==> config.mk <==
export PLATFORM = sky130hd
export DESIGN_NAME = cmp_config_loader
export DESIGN_NICKNAME = d
export VERILOG_FILES = /design/src/rtl/cmp_config_loader.sv
export SDC_FILE = /design/constraint.sdc
export NUM_CORES = 1
export LEC_CHECK = 0
export ABC_AREA = 0
export CAP_MARGIN = 5
export CORE_MARGIN = 2
export CORE_UTILIZATION = 35
export CTS_CLUSTER_DIAMETER = 80
export DETAILED_ROUTE_END_ITERATION = 8
export PLACE_DENSITY = 0.63
export SLEW_MARGIN = 5
export SYNTH_ARGS = -nofsm -noshare
export SYNTH_HDL_FRONTEND = slang
export SYNTH_SLANG_ARGS = --single-unit
==> constraint.sdc <==
create_clock -name CLK -period 2.6 [get_ports CLK]
set_clock_uncertainty 0.2 [all_clocks]
set_input_delay 0.52 -clock CLK [delete_from_list [all_inputs] [get_ports CLK]]
set_output_delay 0.52 -clock CLK [all_outputs]
set_load 0.1 [all_outputs]
==> src/rtl/cmp_config_loader.sv <==
// Byte-stream loader for the comparator hash list: count, 4*N data bytes, [checksum], 8'hCC terminator.
// Optional checksum byte enabled by defining CMP_CONFIG_CHECKSUM_EN.
module cmp_config_loader #(
    parameter int unsigned HASH_NUM_MSB   = 3,
    parameter int unsigned HASH_COUNT_MSB = 4,
    parameter int unsigned NUM_HASHES     = 16
) (
    input  logic                      CLK,
    input  logic                      rst,
    input  logic [7:0]                in_din,
    input  logic                      in_valid,
    output logic                      in_rd_en,
    input  logic                      cmp_busy,
    output logic [7:0]                dout,
    output logic                      wr_en,
    output logic [HASH_NUM_MSB+2:0]   wr_addr,
    output logic [HASH_COUNT_MSB:0]   hash_count,
    output logic                      config_valid,
    output logic                      config_done,
    output logic                      err
);

    localparam int unsigned AW = HASH_NUM_MSB + 3;
    localparam int unsigned CW = HASH_NUM_MSB + 4;
    localparam int unsigned HW = HASH_COUNT_MSB + 1;
    localparam logic [7:0]  TERM_BYTE = 8'hCC;

    typedef enum logic [2:0] {
        CNT_LO = 3'd0,
        CNT_HI = 3'd1,
        DATA   = 3'd2,
        CKSUM  = 3'd3,
        TERM   = 3'd4,
        ERROR  = 3'd5
    } state_e;

    state_e          state_q, state_d;
    logic [CW-1:0]   cnt_q, cnt_d;
    logic [7:0]      lo_q, lo_d;
    logic [HW-1:0]   pend_q, pend_d;
    logic [7:0]      dout_q, dout_d;
    logic            wr_en_q, wr_en_d;
    logic [AW-1:0]   wr_addr_q, wr_addr_d;
    logic [HW-1:0]   hc_q, hc_d;
    logic            valid_q, valid_d;
    logic            done_q, done_d;
    logic            err_q, err_d;
`ifdef CMP_CONFIG_CHECKSUM_EN
    logic [7:0]      xor_q, xor_d;
`endif

    logic            rd_en_c;
    logic            acc_c;
    logic [15:0]     n_c;
    logic [CW-1:0]   total_c;
    logic [CW-1:0]   cnt_inc_c;

    // Read-enable is combinational so a busy comparator stalls DATA within the same cycle.
    assign rd_en_c   = (state_q == DATA) ? ~cmp_busy
                     : (state_q == CNT_LO || state_q == CNT_HI ||
                        state_q == CKSUM  || state_q == TERM);
    assign in_rd_en  = rd_en_c & ~rst;
    assign acc_c     = in_valid & in_rd_en;
    assign n_c       = {in_din, lo_q};
    assign total_c   = CW'({pend_q, 2'b00});
    assign cnt_inc_c = cnt_q + CW'(1);

    always_comb begin
        state_d   = state_q;
        cnt_d     = cnt_q;
        lo_d      = lo_q;
        pend_d    = pend_q;
        dout_d    = dout_q;
        wr_en_d   = 1'b0;
        wr_addr_d = wr_addr_q;
        hc_d      = hc_q;
        valid_d   = valid_q;
        done_d    = 1'b0;
        err_d     = err_q;
`ifdef CMP_CONFIG_CHECKSUM_EN
        xor_d     = xor_q;
`endif
        case (state_q)
            CNT_LO: if (acc_c) begin
                lo_d    = in_din;
                valid_d = 1'b0;
`ifdef CMP_CONFIG_CHECKSUM_EN
                xor_d   = in_din;
`endif
                state_d = CNT_HI;
            end
            CNT_HI: if (acc_c) begin
                if (n_c == 16'd0 || n_c > 16'(NUM_HASHES)) begin
                    state_d = ERROR;
                end else begin
                    pend_d  = HW'(n_c);
                    cnt_d   = '0;
`ifdef CMP_CONFIG_CHECKSUM_EN
                    xor_d   = xor_q ^ in_din;
`endif
                    state_d = DATA;
                end
            end
            DATA: if (acc_c) begin
                dout_d    = in_din;
                wr_en_d   = 1'b1;
                wr_addr_d = AW'(cnt_q);
                cnt_d     = cnt_inc_c;
`ifdef CMP_CONFIG_CHECKSUM_EN
                xor_d     = xor_q ^ in_din;
                if (cnt_inc_c == total_c) state_d = CKSUM;
`else
                if (cnt_inc_c == total_c) state_d = TERM;
`endif
            end
`ifdef CMP_CONFIG_CHECKSUM_EN
            CKSUM: if (acc_c) begin
                state_d = (in_din == xor_q) ? TERM : ERROR;
            end
`endif
            TERM: if (acc_c) begin
                if (in_din == TERM_BYTE) begin
                    hc_d    = pend_q;
                    valid_d = 1'b1;
                    done_d  = 1'b1;
                    state_d = CNT_LO;
                end else begin
                    state_d = ERROR;
                end
            end
            ERROR:   state_d = ERROR;
            default: state_d = ERROR;
        endcase
        // ERROR is terminal: error flag sticks and the list is no longer usable.
        if (state_d == ERROR) begin
            err_d   = 1'b1;
            valid_d = 1'b0;
            wr_en_d = 1'b0;
        end
    end

    always_ff @(posedge CLK or posedge rst) begin
        if (rst) begin
            state_q   <= CNT_LO;
            cnt_q     <= '0;
            lo_q      <= '0;
            pend_q    <= '0;
            dout_q    <= '0;
            wr_en_q   <= 1'b0;
            wr_addr_q <= '0;
            hc_q      <= '0;
            valid_q   <= 1'b0;
            done_q    <= 1'b0;
            err_q     <= 1'b0;
`ifdef CMP_CONFIG_CHECKSUM_EN
            xor_q     <= '0;
`endif
        end else begin
            state_q   <= state_d;
            cnt_q     <= cnt_d;
            lo_q      <= lo_d;
            pend_q    <= pend_d;
            dout_q    <= dout_d;
            wr_en_q   <= wr_en_d;
            wr_addr_q <= wr_addr_d;
            hc_q      <= hc_d;
            valid_q   <= valid_d;
            done_q    <= done_d;
            err_q     <= err_d;
`ifdef CMP_CONFIG_CHECKSUM_EN
            xor_q     <= xor_d;
`endif
        end
    end

    assign dout         = dout_q;
    assign wr_en        = wr_en_q;
    assign wr_addr      = wr_addr_q;
    assign hash_count   = hc_q;
    assign config_valid = valid_q;
    assign config_done  = done_q;
    assign err          = err_q;

endmodule
==> run summary, run 1 <==
Postcts setup bufs - 0
Share of the synthesized netlist area taken by xor and xnor gates - 0.0286
Post-synthesis adder-cell area fraction - 0.00584
Critical Path Fanout Max - 2
Pwr Density - 462 nW/um^2
Req. time, crit path - 1.88 ns
Detailed-route vias per instance - 4.98
Post-detailed-routing wire length - 4740 microns
Initial core utilization - 0.362
Hold_buf cts - 0
# IOs - 36
Antenna violation net count after detailed routing - 0
Number of antenna diodes - 0
Port Buffers - 35
Fin worst setup slack - 0.287 ns
Via count of the first global-routing pass - 1665
Sequential area share after synthesis - 0.537
Final number of max-transition violations - 0
Kind of end point of the critical path - output pin
Slew at the pin with the worst max-slew slack - 0.590 ns
Path class of the lowest-slack min-delay path - reg2reg
Simple-gate portion of the synthesized area - 0.257
Data arrival time at the worst-slack endpoint - 1.59 ns
Max Cap Viol - 0
Leak Pwr - 1.34 nW
Number of clock buffers inserted by TritonCTS - 5
Relative contribution of combinational cells to total power - 0.048
Kind of launch point of the worst setup path - primary input
TritonCTS clock tree - built
Via count of the routed design - 1658
Layout Area Growth over Synthesis - 26.0%
Pin count of the biggest net entering global routing - 47
Time the worst path needs with I/O delays and setup - 2.31 ns
Share of the synthesized area in compound gates (AO/OA/AOI/OAI) - 0.0776
Global Route Usage Sum - 0.158
CTS Sinks - 46
Cell-internal power - 0.962 mW
Mean Syn Cell Area - 10.2 sq um
Number of inserted filler cells in the final layout - 587
Final setup vio count - 0
Core Rows - 28
Fraction of layout instances using a drive strength above 1 - 0.271
Share of synthesized flip-flops with an asynchronous set or reset - 1.00
Die height - 82.3 microns
Syn Std Cell Area - 2140 sq um
Clock network fraction of design power - 0.373
Number of hold violations in the final report - 0
Total of warnings raised by yosys - 0
RSZ-0062 raised after global routing - false
Net switching power of the design - 0.287 mW
Core area - 5920 sq um
Horizontal extent of the die - 82.3 microns
Dominant register cell in the synthesized netlist - sky130_fd_sc_hd__dfrtp_1
Kind of critical path - in2out
Clock-pin slew reported for the worst setup and hold paths after clock tree synthesis - 0.08 ns
Clock latency at the later pin of the worst-skew pair - 0.31 ns
Largest family of logic cells by synthesized area - simple AND/OR/NAND/NOR gates
Remaining global-route overflow - 0
Setup WS pre-CTS - 0.0339 ns
Number of levels the H-tree was split into - 2
Worst VDD drop - 0.255 mV
FMAX - 432 MHz
Global-route wire length before repair - 8040 microns
First-iteration detailed-routing DRC count - 75
WL per Instance - 14.2 microns
Cell count after synthesis - 211
Total number of nets in the final design - 270
Slew margin rel. - 0.607
Weighted congestion at the end of routability-driven global placement - 0.834
Run status - finished, final reports clean
Nets in the synthesized netlist - 224
Final cell utilization of the core - 0.456
Detailed-placement wirelength estimate - 3360 microns
Die ar. - 6770 sq um
Gates resized, CTS repair - 0
Switching Fraction - 0.230
Clk Tree Root Cell - sky130_fd_sc_hd__clkbuf_8
Ratio of final minimum period to clock period - 0.890
DRC - 0
Synth unique cells - 47
Final TNS setup - 0 ns
#FFs+latches synth - 46
Mux share of post-synthesis cell area - 0.0683
Sequential share of power - 0.579
Number of enable flip-flop cells after synthesis - 0
Longest Clk Path Bufs - 2
Initial antenna violation count - 0
Drt first pass iters - 4
## kinds of logic after synthesis
family / Yosys count
xor+xnor: 7
simple gates: 109
buf+inv: 12
compound gates: 23
mux: 13
flops: 46
fa+ha+maj: 1
## worst paths after layout
check	startpoint	end	slack [ns]	cells after the start
worst max-delay path	cmp_busy	in_rd_en	0.29	5
worst min-delay path	wr_addr[2]	wr_addr[2]	0.28	2
worst max register to register	cnt_q[0]	state_q[1]	0.36	6
worst min register to register	wr_addr[2]	wr_addr[2]	0.28	2
max in group asynchronous	rst	wr_en	1.19	3
min in group asynchronous	rst	hash_count[3]	0.60	3
## layer usage
metal	GRT usage	wire (microns)
met1	0.206	2220
met2	0.260	2250
met3	0.0304	193
met4	0.0600	77
met5	0	0
## cells in the mapped netlist (2+ instances only)
cell / count / area share
sky130_fd_sc_hd__nor3_1: 6 / 0.014
sky130_fd_sc_hd__buf_2: 5 / 0.012
sky130_fd_sc_hd__nand4_1: 2 / 0.0058
sky130_fd_sc_hd__o21ai_0: 6 / 0.014
sky130_fd_sc_hd__and3_2: 2 / 0.0070
sky130_fd_sc_hd__a21oi_1: 2 / 0.0047
sky130_fd_sc_hd__dfrtp_1: 46 / 0.54
sky130_fd_sc_hd__and2_1: 2 / 0.0058
sky130_fd_sc_hd__mux2_2: 13 / 0.068
sky130_fd_sc_hd__or4b_1: 2 / 0.0093
sky130_fd_sc_hd__nor2_2: 3 / 0.0088
sky130_fd_sc_hd__nand3_1: 5 / 0.012
sky130_fd_sc_hd__a21o_1: 2 / 0.0070
sky130_fd_sc_hd__nand2_1: 66 / 0.12
sky130_fd_sc_hd__inv_1: 4 / 0.0070
sky130_fd_sc_hd__or3b_2: 2 / 0.0082
sky130_fd_sc_hd__and3_1: 5 / 0.015
sky130_fd_sc_hd__xnor2_1: 6 / 0.025
sky130_fd_sc_hd__nor2_1: 3 / 0.0053
sky130_fd_sc_hd__o22a_1: 2 / 0.0082
## worst max-delay path: stages
cell and delay (ns):
sky130_fd_sc_hd__clkdlybuf4s50_1 0.48, sky130_fd_sc_hd__a21oi_1 0.06, sky130_fd_sc_hd__o21bai_1 0.17, sky130_fd_sc_hd__and2_1 0.19, sky130_fd_sc_hd__buf_12 0.17
## per-stage QoR
stage	hold slack, ns	instance area, sq um	cells	power (mW)
3_3_place_gp	0.265	2610	325	0.799
4_1_cts	0.284	2700	333	1.26
2_1_floorplan	0.272	2150	211	0.762
6_report	0.278	2700	333	1.25
3_5_place_dp	0.263	2610	325	0.799
5_1_grt	0.311	2700	333	1.30
## flip-flops by register name (all words and copies together), names as in the netlist
name / cells
config_done: 1
hash_count: 5
wr_addr: 6
pend_q: 5
err: 1
cnt_q: 7
dout: 8
state_q: 3
lo_q: 8
wr_en: 1
config_valid: 1
## cell usage in the layout (no fill, tap or decap), types with 3 or more instances in the layout
cell | netlist | layout
sky130_fd_sc_hd__nand2_1 | 66 | 66
sky130_fd_sc_hd__dfrtp_1 | 46 | 46
sky130_fd_sc_hd__buf_4 | 1 | 34
sky130_fd_sc_hd__mux2_2 | 13 | 13
sky130_fd_sc_hd__clkdlybuf4s50_1 | 0 | 11
sky130_fd_sc_hd__xnor2_1 | 6 | 6
sky130_fd_sc_hd__nor3_1 | 6 | 6
sky130_fd_sc_hd__o21ai_0 | 6 | 6
sky130_fd_sc_hd__clkbuf_8 | 0 | 6
sky130_fd_sc_hd__and3_1 | 5 | 5
sky130_fd_sc_hd__nand3_1 | 5 | 5
sky130_fd_sc_hd__nor2_1 | 3 | 3
sky130_fd_sc_hd__inv_1 | 4 | 3
sky130_fd_sc_hd__nor2_2 | 3 | 3
## power groups by stage
stage | combinational [mW] | sequential, mW | clock (mW)
after floorplan | 0.0255 | 0.737 | 0
after global placement | 0.0613 | 0.738 | 0
after detailed placement | 0.0615 | 0.738 | 0
after CTS | 0.0619 | 0.724 | 0.479
after global routing | 0.0661 | 0.724 | 0.511
final | 0.0600 | 0.723 | 0.466
## area by class of cell
cell class	count	area (sq um)	area share
Clock buffer	6	82.6	0.0306
Timing Repair Buffer	47	405	0.150
Tap cell	75	93.8	0.0347
Sequential cell	46	1150	0.426
Inverter	4	18.8	0.00695
Clock inverter	2	12.5	0.00463
Multi-Input combinational cell	153	937	0.347
(Power assumes the default switching activity.)
==> run 2, diff against run 1 <==
- CORE_ASPECT_RATIO: not set -> 1.4
- CORE_UTILIZATION: 35 -> 52
- PLACE_DENSITY: 0.63 -> 0.85
==> run 2 against run 1 <==
- maximum frequency decreased by 0.26%
- sequential cell count unchanged
- clock power down 9.7%
- clock-buffer cell count unchanged
- setup slack lost 0.0061 ns
- combinational power down 3%
- final cell count shrank 10%
- highest routed layer unchanged
==> run summary, run 2 (synthesis gave the netlist of run 1 again) <==
Run status - finished, final reports clean (unchanged)
Weighted congestion at the end of routability-driven global placement - 0.869 (was 0.834)
Cell with the largest stage delay on the worst path - sky130_fd_sc_hd__clkdlybuf4s50_1 (unchanged)
Initial core utilization - 0.542 (was 0.362)
Via count of the first global-routing pass - 1613 (was 1665)
Number of antenna diodes - 0 (unchanged)
FMAX - 431 MHz (was 432 MHz)
Depth of the worst register-to-register path - 6 (unchanged)
Data arrival time at the worst-slack endpoint - 1.60 ns (was 1.59 ns)
Kind of end point of the critical path - output pin (unchanged)
Global-route wire length before repair - 7420 microns (was 8040 microns)
Horizontal extent of the die - 58.3 microns (was 82.3 microns)
Final number of max-transition violations - 0 (unchanged)
Reg-to-reg critical path startpoint - cnt_q[0] (unchanged)
Remaining global-route overflow - 0 (unchanged)
Worst hold path stage count - 2 (unchanged)
Die height - 80.0 microns (was 82.3 microns)
Number of clock buffers inserted by TritonCTS - 5 (unchanged)
RR Endpoint - config_valid (was state_q[1])
Clock latency at the later pin of the worst-skew pair - 0.30 ns (was 0.31 ns)
Fin worst setup slack - 0.281 ns (was 0.287 ns)
Time the worst path needs with I/O delays and setup - 2.32 ns (was 2.31 ns)
Slew at the pin with the worst max-slew slack - 0.572 ns (was 0.590 ns)
Port Buffers - 35 (unchanged)
Postcts setup bufs - 0 (unchanged)
Drt first pass iters - 4 (unchanged)
Total number of nets in the final design - 268 (was 270)
Die ar. - 4660 sq um (was 6770 sq um)
Leak Pwr - 1.33 nW (was 1.34 nW)
Number of inserted filler cells in the final layout - 315 (was 587)
Detailed-placement wirelength estimate - 3300 microns (was 3360 microns)
Gates resized, CTS repair - 0 (unchanged)
Path class of the lowest-slack min-delay path - reg2reg (unchanged)
Core area - 3950 sq um (was 5920 sq um)
Multi-input combinational cell area - 937 sq um (unchanged)
Kind of critical path - in2out (unchanged)
Placed insts - 291 (was 325)
Number of hold violations in the final report - 0 (unchanged)
Placed instance area - 2550 sq um (was 2610 sq um)
Initial antenna violation count - 0 (unchanged)
Longest Clk Path Bufs - 2 (unchanged)
Post-detailed-routing wire length - 4350 microns (was 4740 microns)
Hold_buf cts - 0 (unchanged)
Pin count of the biggest net entering global routing - 47 (unchanged)
Layout Area Growth over Synthesis - 23.1% (was 26.0%)
Setup WS pre-CTS - 0.0186 ns (was 0.0339 ns)
Reg2reg setup slack - 0.35 ns (was 0.36 ns)
Design Power - 1.20 mW (was 1.25 mW)
Critical Path Fanout Max - 2 (unchanged)
Pwr Density - 456 nW/um^2 (was 462 nW/um^2)
Final setup vio count - 0 (unchanged)
Fraction of layout instances using a drive strength above 1 - 0.262 (was 0.271)
RSZ-0062 raised after global routing - false (unchanged)
Most frequent standard cell in the layout excluding fill and tap cells - sky130_fd_sc_hd__nand2_1 (unchanged)
First-iteration detailed-routing DRC count - 33 (was 75)
Clk Tree Root Cell - sky130_fd_sc_hd__clkbuf_8 (unchanged)
Delay of the slowest cell on the worst path - 0.48 ns (about the same)
WL per Instance - 14.5 microns (was 14.2 microns)
Slew margin rel. - 0.619 (was 0.607)
Antenna violation net count after detailed routing - 0 (unchanged)
Req. time, crit path - 1.88 ns (about the same)
Final TNS setup - 0 ns (unchanged)
Layout Cells excl Fill - 299 (was 333)
CTS Sinks - 46 (unchanged)
Area of all placed cells without fillers - 2640 sq um (was 2700 sq um)
Detailed-route vias per instance - 5.50 (was 4.98)
# IOs - 36 (unchanged)
Clock-pin slew reported for the worst setup and hold paths after clock tree synthesis - 0.08 ns (about the same)
Core Rows - 27 (was 28)
Worst VDD drop - 0.361 mV (was 0.255 mV)
Worst Min Path Start - dout[2] (was wr_addr[2])
Number of levels the H-tree was split into - 2 (unchanged)
TritonCTS clock tree - built (unchanged)
List of cells traversed by the critical path - clkdlybuf4s50_1 > a21oi_1 > o21bai_1 > and2_1 > buf_12 (unchanged)
DRC - 0 (unchanged)
Hold endpoint - dout[2] (was wr_addr[2])
Max Cap Viol - 0 (unchanged)
Sequential standard cell area - 1150 sq um (unchanged)
Kind of launch point of the worst setup path - primary input (unchanged)
Via count of the routed design - 1645 (was 1658)
Most frequent cells in the layout - 66 x sky130_fd_sc_hd__nand2_1, 46 x sky130_fd_sc_hd__dfrtp_1, 32 x sky130_fd_sc_hd__buf_4 (was 66 x sky130_fd_sc_hd__nand2_1, 46 x sky130_fd_sc_hd__dfrtp_1, 34 x sky130_fd_sc_hd__buf_4)
Ratio of final minimum period to clock period - 0.892 (was 0.890)
Global Route Usage Sum - 0.209 (was 0.158)
run 2: cell count changes in the layout (fill, tap and decap cells not counted), sizes merged:
cell and change:
buf -2, clkinv +1, clkinvlp -1
run 2: final cells by class:
cell class	count	area share
clock buffers	6	0.0275
clock inverters	2	0.00522
inverters	4	0.00712
multi-input cells	153	0.355
flip-flops and latches	46	0.436
well taps	43	0.0204
repair buffers	45	0.148
run 2: stage by stage:
| stage | hold slack (ns) | utilization |
|---|---|---|
| finish | 0.280 | 0.667 |
| global route | 0.302 | 0.667 |
| CTS | 0.285 | 0.667 |
| detailed placement | 0.264 | 0.645 |
| global placement | 0.262 | 0.645 |
| floorplan | 0.272 | - |
run 2: worst max-delay path by stage:
stage | depth (start not counted) | slack, ns | end | start
final | 5 | 0.28 | in_rd_en | cmp_busy
after global routing | 6 | 0.17 | state_q[1] | cnt_q[0]
after CTS | 5 | 0.27 | in_rd_en | cmp_busy
after detailed placement | 6 | 0.02 | hash_count[4] | in_din[1]
after global placement | 6 | 0.06 | hash_count[0] | in_din[0]
after floorplan | 2 | 0.002 | in_rd_en | rst
run 2: where the power goes:
part / internal [mW] / leakage, nW / switching (mW)
sequential: 0.720 / 0.623 / 0.00414
combinational: 0.0276 / 0.665 / 0.0307
clock: 0.190 / 0.0452 / 0.231
total: 0.937 / 1.33 / 0.266
run 2: worst max-delay path, delay by kind of cell:
family          cells  cell delay, ns
simple gates        1            0.19
compound gates      2            0.23
buf+inv             2            0.65
run 2: routing by layer:
metal / wire length [microns] / GRT usage / share of wire
met1: 1800 / 0.260 / 0.41
met2: 2340 / 0.352 / 0.54
met3: 134 / 0.0438 / 0.031
met4: 85 / 0.0791 / 0.020
met5: 0 / 0 / 0
==> RTL change, RTL diff (settings of run 2) <==
Add an input register stage for `in_valid` and `cmp_busy`, cleared by the reset; this delays them by one clock. The other inputs are not delayed to match.
--- a/src/rtl/cmp_config_loader.sv
+++ b/src/rtl/cmp_config_loader.sv
@@ -35,4 +35,17 @@
     } state_e;
 
+    logic in_valid_q;
+    logic cmp_busy_q;
+
+    always_ff @(posedge CLK or posedge rst) begin
+        if (rst) begin
+            in_valid_q <= '0;
+            cmp_busy_q <= '0;
+        end else begin
+            in_valid_q <= in_valid;
+            cmp_busy_q <= cmp_busy;
+        end
+    end
+
     state_e          state_q, state_d;
     logic [CW-1:0]   cnt_q, cnt_d;
@@ -57,9 +70,9 @@
 
     // Read-enable is combinational so a busy comparator stalls DATA within the same cycle.
-    assign rd_en_c   = (state_q == DATA) ? ~cmp_busy
+    assign rd_en_c   = (state_q == DATA) ? ~cmp_busy_q
                      : (state_q == CNT_LO || state_q == CNT_HI ||
                         state_q == CKSUM  || state_q == TERM);
     assign in_rd_en  = rd_en_c & ~rst;
-    assign acc_c     = in_valid & in_rd_en;
+    assign acc_c     = in_valid_q & in_rd_en;
     assign n_c       = {in_din, lo_q};
     assign total_c   = CW'({pend_q, 2'b00});
Formal check against the unedited RTL: not equivalent (a bounded check fails within 4 cycles, from zero or initial values and one cycle with rst high).
==> RTL change against run 2 <==
  * Sequential cell count increased by 2
  * Setup slack got worse by 0.17 ns
  * Wire length increased by 0.30%
  * Total power increased by 1.1%
  * Design area increased by 1.2%
  * Synthesized area decreased by 0.41%
  * Critical endpoint is now cnt_q[3]
  * Register-to-register slack got worse by 0.05 ns
  * Global-route usage increased by 0.56 points
==> RTL change: results (changes against run 2) <==
- Worst setup endpoint: cnt_q[3]
- Global-route wire length before repair: 7.58 mm (+2.0%)
- Slack of the worst reg-to-reg path: 0.30 ns (-0.05 ns)
- Worst Path Arrival: 2.46 ns (+0.86 ns)
- Adder-cell share of the synthesized area: 0.586% (+0.0024 points)
- Layout cells sized above 1: 32.1% (+5.9 points)
- Synth area leaders: dfrtp_1, mux2_2, nand2_1, xnor2_1, nand3_1
- Netlist cell types: 44 (-6.4%)
- Synth Area in Compound Gates: 8.15% (+0.38 points)
- CP Capture Type: register
- Post-DP HPWL: 3.15 mm (-4.5%)
- DR vias/cell: 5.52 (+0.32%)
- Largest stage delay, worst path: 0.59 ns (+0.11 ns)
- Syn nets: 207 (-7.6%)
- Metal3 WL: 119 µm (-11%)
- Multiplexer share of the synthesized area: 9.50% (+2.7 points)
- Most common library cells after synthesis: nand2_1, dfrtp_1, mux2_2
- Worst slack, placed: -0.158 ns (-0.177 ns)
- Metal-1 WL: 1.81 mm (+0.95%)
- Vias in the first global route: 1650 (+2.3%)
- GRT Total Usage: 21.5% (+0.56 points)
- Status: completed
- Final wirelength: 4.36 mm (+0.30%)
- Critical R2R Launch: state_q[0]
- CP max-delay cell: or4_1
- Critical Path Source: in_din[2]
- Tcrit/Tclk final: 95.9% (+6.6 points)
- Total leakage power: 1.34 nW (+0.24%)
- Worst VDD drop: 0.000476 V (+32%)
- Layout filler cell count: 306 (-2.9%)
- Headroom to the max-slew limit: 59.9% (-2.0 points)
- Post-synthesis sequential area ratio: 56.3% (+2.6 points)
- Worst r2r path cells: 7 (+1)
[RTL change: changes by cell type after synthesis, moves of 4 or more]
cell / change
nand2_1: -16
mux2_2: +5
nor3_1: -4
o21ai_1: +4
[RTL change: report_power, final]
part	leakage (nW)	total, mW	internal (mW)	switching (mW)
registers	0.651	0.749	0.747	0.00156
clock network	0.0410	0.417	0.183	0.234
logic	0.645	0.0501	0.0235	0.0266
[RTL change: cells by family (layout without fill, tap and decap cells)]
group | count (synthesis) | after routing
buffers and inverters | 11 | 63
AOI/OAI and AO/OA | 25 | 25
DFF | 48 | 48
and+or+nand+nor | 82 | 82
muxes | 18 | 18
xor gates and xnor gates | 9 | 9
adders and majority gates | 1 | 1
[RTL change: per-stage QoR]
| step | area [µm²] | instances |
|---|---|---|
| finish | 2670 | 289 |
| global route | 2670 | 289 |
| CTS | 2660 | 288 |
| detailed placement | 2580 | 281 |
| global placement | 2580 | 281 |
| floorplan | 2140 | 194 |
[RTL change: repair_timing]
action / 4_1_cts / 5_1_grt
setup endpoints to repair: 0 / 1
hold endpoints to repair: 0 / 0
setup buffers: 0 / 1
hold buffers: 0 / 0
[RTL change: layer usage]
layer,global-route usage (%),up-vias
li1,-,774
met1,25.8,775
met2,36.3,35
met3,3.89,11
met4,10.9,0
met5,0,-
[RTL change: worst min-delay path by stage]
stage	start	to	slack, ns	depth (start not counted)
2_1_floorplan	cnt_q[6]	cnt_q[6]	0.27	1
3_3_place_gp	err	err	0.25	1
3_5_place_dp	err	err	0.25	1
4_1_cts	err	err	0.27	1
5_1_grt	err	err	0.29	1
6_report	err	err	0.27	1
[RTL change: worst max-delay path: cells and delay by family]
kind	cells	cell delay [ns]
AOI/OAI and AO/OA	2	0.28
buffers and inverters	2	0.60
and+or+nand+nor	4	1.07
[RTL change: cell type report]
class / count / area share, %
well taps: 43 / 2.01
clock buffers: 6 / 2.72
repair buffers: 52 / 16.1
multi-input cells: 135 / 33.3
clock inverters: 1 / 0.187
flip-flops and latches: 48 / 45.0
inverters: 4 / 0.703
